`src/rtl/clk_div_pkg.sv`:
```
// clk_div_pkg: shared channel state type, default constants and index-width helper
package clk_div_pkg;
    typedef enum logic [1:0] {IDLE, RUN, STOP} ch_state_e;
    localparam int CLK_HZ_DEF       = 50_000_000;
    localparam int DEFAULT_HALF_DEF = CLK_HZ_DEF / 200;
    function automatic int ch_w(input int n);
        return (n > 1) ? $clog2(n) : 1;
    endfunction
endpackage

```
`src/rtl/clk_div_ch.sv`:
```
// clk_div_ch: one 50% duty divider channel with shadowed half-period, clean stop and sync
// Ports: clk_50MHz/reset (async, active-high); i_en run enable; i_sync phase restart;
//        i_wr/i_half config write; o_pend shadow pending; o_clk divided clock; o_tick rise strobe
module clk_div_ch
    import clk_div_pkg::*;
#(
    parameter int CNT_W        = 26,
    parameter int DEFAULT_HALF = DEFAULT_HALF_DEF
) (
    input  logic             clk_50MHz,
    input  logic             reset,
    input  logic             i_en,
    input  logic             i_sync,
    input  logic             i_wr,
    input  logic [CNT_W-1:0] i_half,
    output logic             o_pend,
    output logic             o_clk,
    output logic             o_tick
);
    ch_state_e        r_state, w_state;
    logic [CNT_W-1:0] r_cnt, w_cnt, r_half, w_half, r_shadow, w_shadow, w_wr_half;
    logic             r_pend, w_pend, r_clk, w_clk, r_tick, w_tick, w_wrap, w_apply;

    assign w_wr_half = (i_half == '0) ? CNT_W'(1) : i_half;
    assign w_wrap    = (r_cnt == r_half - CNT_W'(1));

    always_ff @(posedge clk_50MHz or posedge reset) begin
        if (reset) begin
            r_state  <= IDLE;
            r_cnt    <= '0;
            r_half   <= CNT_W'(DEFAULT_HALF);
            r_shadow <= '0;
            r_pend   <= 1'b0;
            r_clk    <= 1'b0;
            r_tick   <= 1'b0;
        end else begin
            r_state  <= w_state;
            r_cnt    <= w_cnt;
            r_half   <= w_half;
            r_shadow <= w_shadow;
            r_pend   <= w_pend;
            r_clk    <= w_clk;
            r_tick   <= w_tick;
        end
    end

    always_comb begin
        w_state = r_state;
        w_cnt   = r_cnt;
        w_clk   = r_clk;
        w_tick  = 1'b0;
        w_apply = 1'b0;
        if (r_state == IDLE) begin
            w_cnt   = '0;
            w_clk   = 1'b0;
            w_apply = r_pend;
            w_state = i_en ? RUN : IDLE;
        end else if (i_sync) begin
            w_cnt   = '0;
            w_clk   = 1'b0;
            w_apply = r_pend;
            w_state = i_en ? RUN : IDLE;
        end else if (!i_en && !r_clk) begin
            // low phase: stopping now cannot produce a runt pulse
            w_cnt   = '0;
            w_state = IDLE;
        end else if (w_wrap) begin
            w_cnt  = '0;
            w_clk  = !r_clk;
            w_tick = !r_clk;
            if (r_clk) begin
                w_apply = r_pend;
                w_state = i_en ? RUN : IDLE;
            end
        end else begin
            w_cnt   = r_cnt + CNT_W'(1);
            w_state = i_en ? RUN : STOP;
        end
        // the apply uses the old shadow, so a write in a boundary cycle waits for the next one
        w_half   = w_apply ? r_shadow : r_half;
        w_shadow = i_wr ? w_wr_half : r_shadow;
        w_pend   = i_wr || (r_pend && !w_apply);
        if (i_wr && r_state == IDLE) begin
            w_half = w_wr_half;
            w_pend = 1'b0;
        end
    end

    assign o_pend = r_pend;
    assign o_clk  = r_clk;
    assign o_tick = r_tick;
endmodule

```
`src/rtl/clk_div_multi.sv`:
```
// clk_div_multi: NUM_CH runtime-programmable 50% duty clock dividers with tick strobes
// Ports: clk_50MHz/reset (async, active-high); en per-channel enable; sync phase restart;
//        cfg_valid/cfg_ready/cfg_ch/cfg_half config write; cfg_pend pending shadows;
//        clk_out divided clocks; tick rise strobes
module clk_div_multi
    import clk_div_pkg::*;
#(
    parameter int CLK_HZ       = CLK_HZ_DEF,
    parameter int NUM_CH       = 4,
    parameter int CNT_W        = 26,
    parameter int DEFAULT_HALF = CLK_HZ / 200
) (
    input  logic                    clk_50MHz,
    input  logic                    reset,
    input  logic [NUM_CH-1:0]       en,
    input  logic                    sync,
    input  logic                    cfg_valid,
    output logic                    cfg_ready,
    input  logic [ch_w(NUM_CH)-1:0] cfg_ch,
    input  logic [CNT_W-1:0]        cfg_half,
    output logic [NUM_CH-1:0]       cfg_pend,
    output logic [NUM_CH-1:0]       clk_out,
    output logic [NUM_CH-1:0]       tick
);
    localparam int CH_W = ch_w(NUM_CH);
    logic [NUM_CH-1:0] w_wr;

    assign cfg_ready = 1'b1;

    for (genvar g = 0; g < NUM_CH; g++) begin : g_ch
        // out-of-range cfg_ch values match no channel and are dropped
        assign w_wr[g] = cfg_valid && (cfg_ch == CH_W'(g));
        clk_div_ch #(
            .CNT_W       (CNT_W),
            .DEFAULT_HALF(DEFAULT_HALF)
        ) u_ch (
            .clk_50MHz(clk_50MHz),
            .reset    (reset),
            .i_en     (en[g]),
            .i_sync   (sync),
            .i_wr     (w_wr[g]),
            .i_half   (cfg_half),
            .o_pend   (cfg_pend[g]),
            .o_clk    (clk_out[g]),
            .o_tick   (tick[g])
        );
    end
endmodule

```
`config.mk`:
```
export PLATFORM = sky130hd
export DESIGN_NAME = clk_div_multi
export DESIGN_NICKNAME = d
export VERILOG_FILES = /design/src/rtl/clk_div_pkg.sv /design/src/rtl/clk_div_ch.sv /design/src/rtl/clk_div_multi.sv
export SDC_FILE = /design/constraint.sdc
export NUM_CORES = 1
export LEC_CHECK = 0
export ABC_AREA = 1
export CAP_MARGIN = 20
export CORE_AREA = 4 4 201 203
export DETAILED_ROUTE_END_ITERATION = 8
export DIE_AREA = 0 0 205 207
export PLACE_DENSITY = 0.77
export SKIP_LAST_GASP = 1
export SLEW_MARGIN = 20
export SYNTH_ARGS = -nofsm -noshare
export SYNTH_HDL_FRONTEND = slang
export SYNTH_HIERARCHICAL = 1
export SYNTH_SLANG_ARGS = --single-unit
```
`constraint.sdc`:
```
create_clock -name clk_50MHz -period 2.8 [get_ports clk_50MHz]
set_input_delay 0.42 -clock clk_50MHz [delete_from_list [all_inputs] [get_ports clk_50MHz]]
set_output_delay 0.42 -clock clk_50MHz [all_outputs]
set_load 0.1 [all_outputs]
```
==> flow_metrics.tcl <==
set metrics [dict create \
    async_reset_ff_share_pct 100 \
    crit_fanout 14 \
    grt_use_met1_pct 36.9 \
    crit_chain "inv_1 -> ha_2 -> nand2_4 -> nor2_4 -> nand3b_1 -> nand2_1 -> nand2_1 -> nor2_1 -> nand2_1 -> nor2_4 -> nand3_4 -> nand2_4 -> nand3_4 -> buf_6 -> nand3_1 -> nand2_1" \
    rows 72 \
    multi_input_area_um2 10800 \
    cts_buffer_depth 3 \
    drc 0 \
    worstSetupEndpointType "flip-flop" \
    use_met2_pct 41.8 \
    setup-violations-final 0 \
    critPathSlowestCell "dfrtp_1" \
    slew_headroom_pct 54.5 \
    area_delta_synth_final_pct 11.5 \
    routedWlPerCell_um 15.8 \
    cts-root-buf "clkbuf_16" \
    drtPass1Iterations 7 \
    fin_area_um2 23400 \
    grt_pass1_vias 18500 \
    synth_nets 2968 \
    p_leak_nw 11.3 \
    port_buffers 47 \
    grt_use_met3_pct 2.80 \
    timing_worst_setup_path_type "reg2reg" \
    worst-path-buf-inv 2 \
    gr-total-overflow 0 \
    htree_levels 2 \
    hold_viol 0 \
    synth.avg_cell_area_um2 7.17 \
    synth.yosys.seq_area_share_pct 39.8 \
    ir_drop_mv 0.771 \
    fmax_mhz 384 \
    avgViaCountPerCell 5.43 \
    yosysWarnings 6 \
    fin_worst_skew_ns 0.0255 \
    place_congestion 0.963 \
    fp.coreArea_um2 38500 \
    setup_tns_ns 0 \
    layout-drive-gt1-share_pct 9.33 \
    arrival_ns 3.03 \
    crit_family "simple AND/OR/NAND/NOR gates" \
    status "finished, final reports clean" \
    dieArea_um2 42400 \
    clkSinkCount 332 \
    final_nets 3037 \
    clock_latency_ns 0.56 \
    crit_required_ns 3.23 \
    layout_commonest_cell "nand2_1" \
    postRouteAntennaNets 0 \
    drt_iter0_drc 1569 \
    die_h_um 207 \
    critPathMaxStageDelay_ns 0.42 \
    dp_hpwl_mm 41.2 \
    layout_common_cells "860 x nand2_1, 338 x inv_1, 304 x dfrtp_1" \
    cts_hold_buf 0 \
    cts_tree "yes" \
    synth_cell_type_count 42 \
    worst_pin_slew_ns 0.681 \
    fin_crit_ns 2.60 \
    synth_cells 2924 \
    grt_usage_pct 26.3 \
    grt_setup_unrepaired "false" \
    drt-total-wl_mm 55.8 \
    syn_area_um2 21000 \
    grt_pass1_wl_mm 92.7 \
    nFillCells 3476 \
    synth_edf_count 0 \
    pin_count 49 \
    cpMostUsedCell "nand2_1" \
    min_path_type "in2async" \
    place_area_um2 22100 \
    vias 19200 \
    clkTransAtPathRegs_ns 0.06 \
    antenna_found_initial 0 \
    ys.flop_type "dfrtp_1" \
    die_w_um 205 \
    busiest_layer "met2" \
    maxCapViolations 0 \
    grt_max_degree 84 \
    diodes 0 \
    report.final.slew_viol_count 0 \
    cts_buffers 37 \
    start_util_pct 54.5 \
    cp-start-kind "flip-flop" \
    area.sequential_um2 8340 \
    power.density_nw_per_um2 725 \
    synth_seq_cells 332 \
    period_share_pct 93.0 \
]
flip-flops by register name (all words and copies together), names as in the netlist:
name and flops:
g_ch.u_ch/r_state 8, g_ch.u_ch/o_tick 4, g_ch.u_ch/o_pend 4, g_ch.u_ch/r_shadow 104
g_ch.u_ch/r_half 104, g_ch.u_ch/o_clk 4, g_ch.u_ch/r_cnt 104
routing by layer:
layer,share of wire [%],wire (µm),vias to the layer above
li1,-,-,9480
met1,44,24400,8964
met2,46,25700,604
met3,5.4,3030,183
met4,4.7,2630,0
met5,0,0,-
tightest hold or removal path: stages:
cell and delay (ns):
clkdlybuf4s50_1 0.39, buf_4 0.17, clkinv_2 0.32
cells by family after synthesis:
logic type / after synthesis / share of synthesized area (%)
simple gates: 1696 / 37.2
buf+inv: 441 / 8.71
flops: 332 / 39.8
compound gates: 286 / 7.12
xor+xnor: 160 / 6.69
fa+ha+maj: 8 / 0.478
other cells: 1 / 0.0179
metrics by stage:
stage,hold slack (ns),worst slack [ns],instances,total power [mW],util (%)
4_1_cts,0.316,0.138,3527,16.9,60.4
3_3_place_gp,0.466,0.258,3459,11.9,57.3
6_report,0.335,0.197,3540,16.9,60.7
2_1_floorplan,0.453,0.255,2924,10.7,-
5_1_grt,0.378,0.00414,3540,18.1,60.7
3_5_place_dp,0.473,0.152,3459,12.1,57.3
Yosys cell counts, drive strengths merged, types with 28 or more instances:
cell type / n / area share, %
dfrtp: 304 / 36
o21ai: 244 / 5.8
dfstp: 28 / 3.5
nand4: 86 / 2.6
xnor2: 70 / 2.9
nand3: 214 / 5.7
nor4: 36 / 1.1
nor3: 62 / 1.5
xor2: 90 / 3.8
buf: 39 / 1.5
nor2: 356 / 7.8
inv: 346 / 6.2
clkbuf: 46 / 0.82
nand2: 894 / 17
report_power, final:
part	switching [mW]	internal [mW]	leakage (nW)	total, mW
Clock	2.00	2.76	0.588	4.76
Combinational	3.69	2.01	6.40	5.70
Sequential	0.862	5.61	4.27	6.47
Total	6.55	10.4	11.3	16.9
worst paths after layout:
path | from | to | slack, ns | cells after the start
worst max-delay path | g_ch[2].u_ch/r_half[0] | g_ch[2].u_ch/r_half[11] | 0.20 | 16
worst min-delay path | reset | g_ch[3].u_ch/r_shadow[4] | 0.33 | 3
worst max register to register | g_ch[2].u_ch/r_half[0] | g_ch[2].u_ch/r_half[11] | 0.20 | 16
worst min register to register | g_ch[3].u_ch/r_shadow[24] | g_ch[3].u_ch/r_shadow[24] | 0.48 | 2
max in group asynchronous | reset | g_ch[3].u_ch/r_half[14] | 1.69 | 4
min in group clk_50MHz | g_ch[3].u_ch/r_shadow[24] | g_ch[3].u_ch/r_shadow[24] | 0.48 | 2
cell type report:
type                       instances  share of cell area (%)
clock inverter                    14                   0.455
sequential                       332                    35.7
clock buffer                      54                    4.59
timing repair buffer             114                    4.48
multi-input combinational       2152                    46.2
inverter                         356                    5.74
tap                              518                    2.78
repair_timing:
item                                    CTS  global route
endpoints found under the setup margin    0            51
resized for setup                         0             2
setup buffers                             0            12
(Power assumes the default switching activity.)
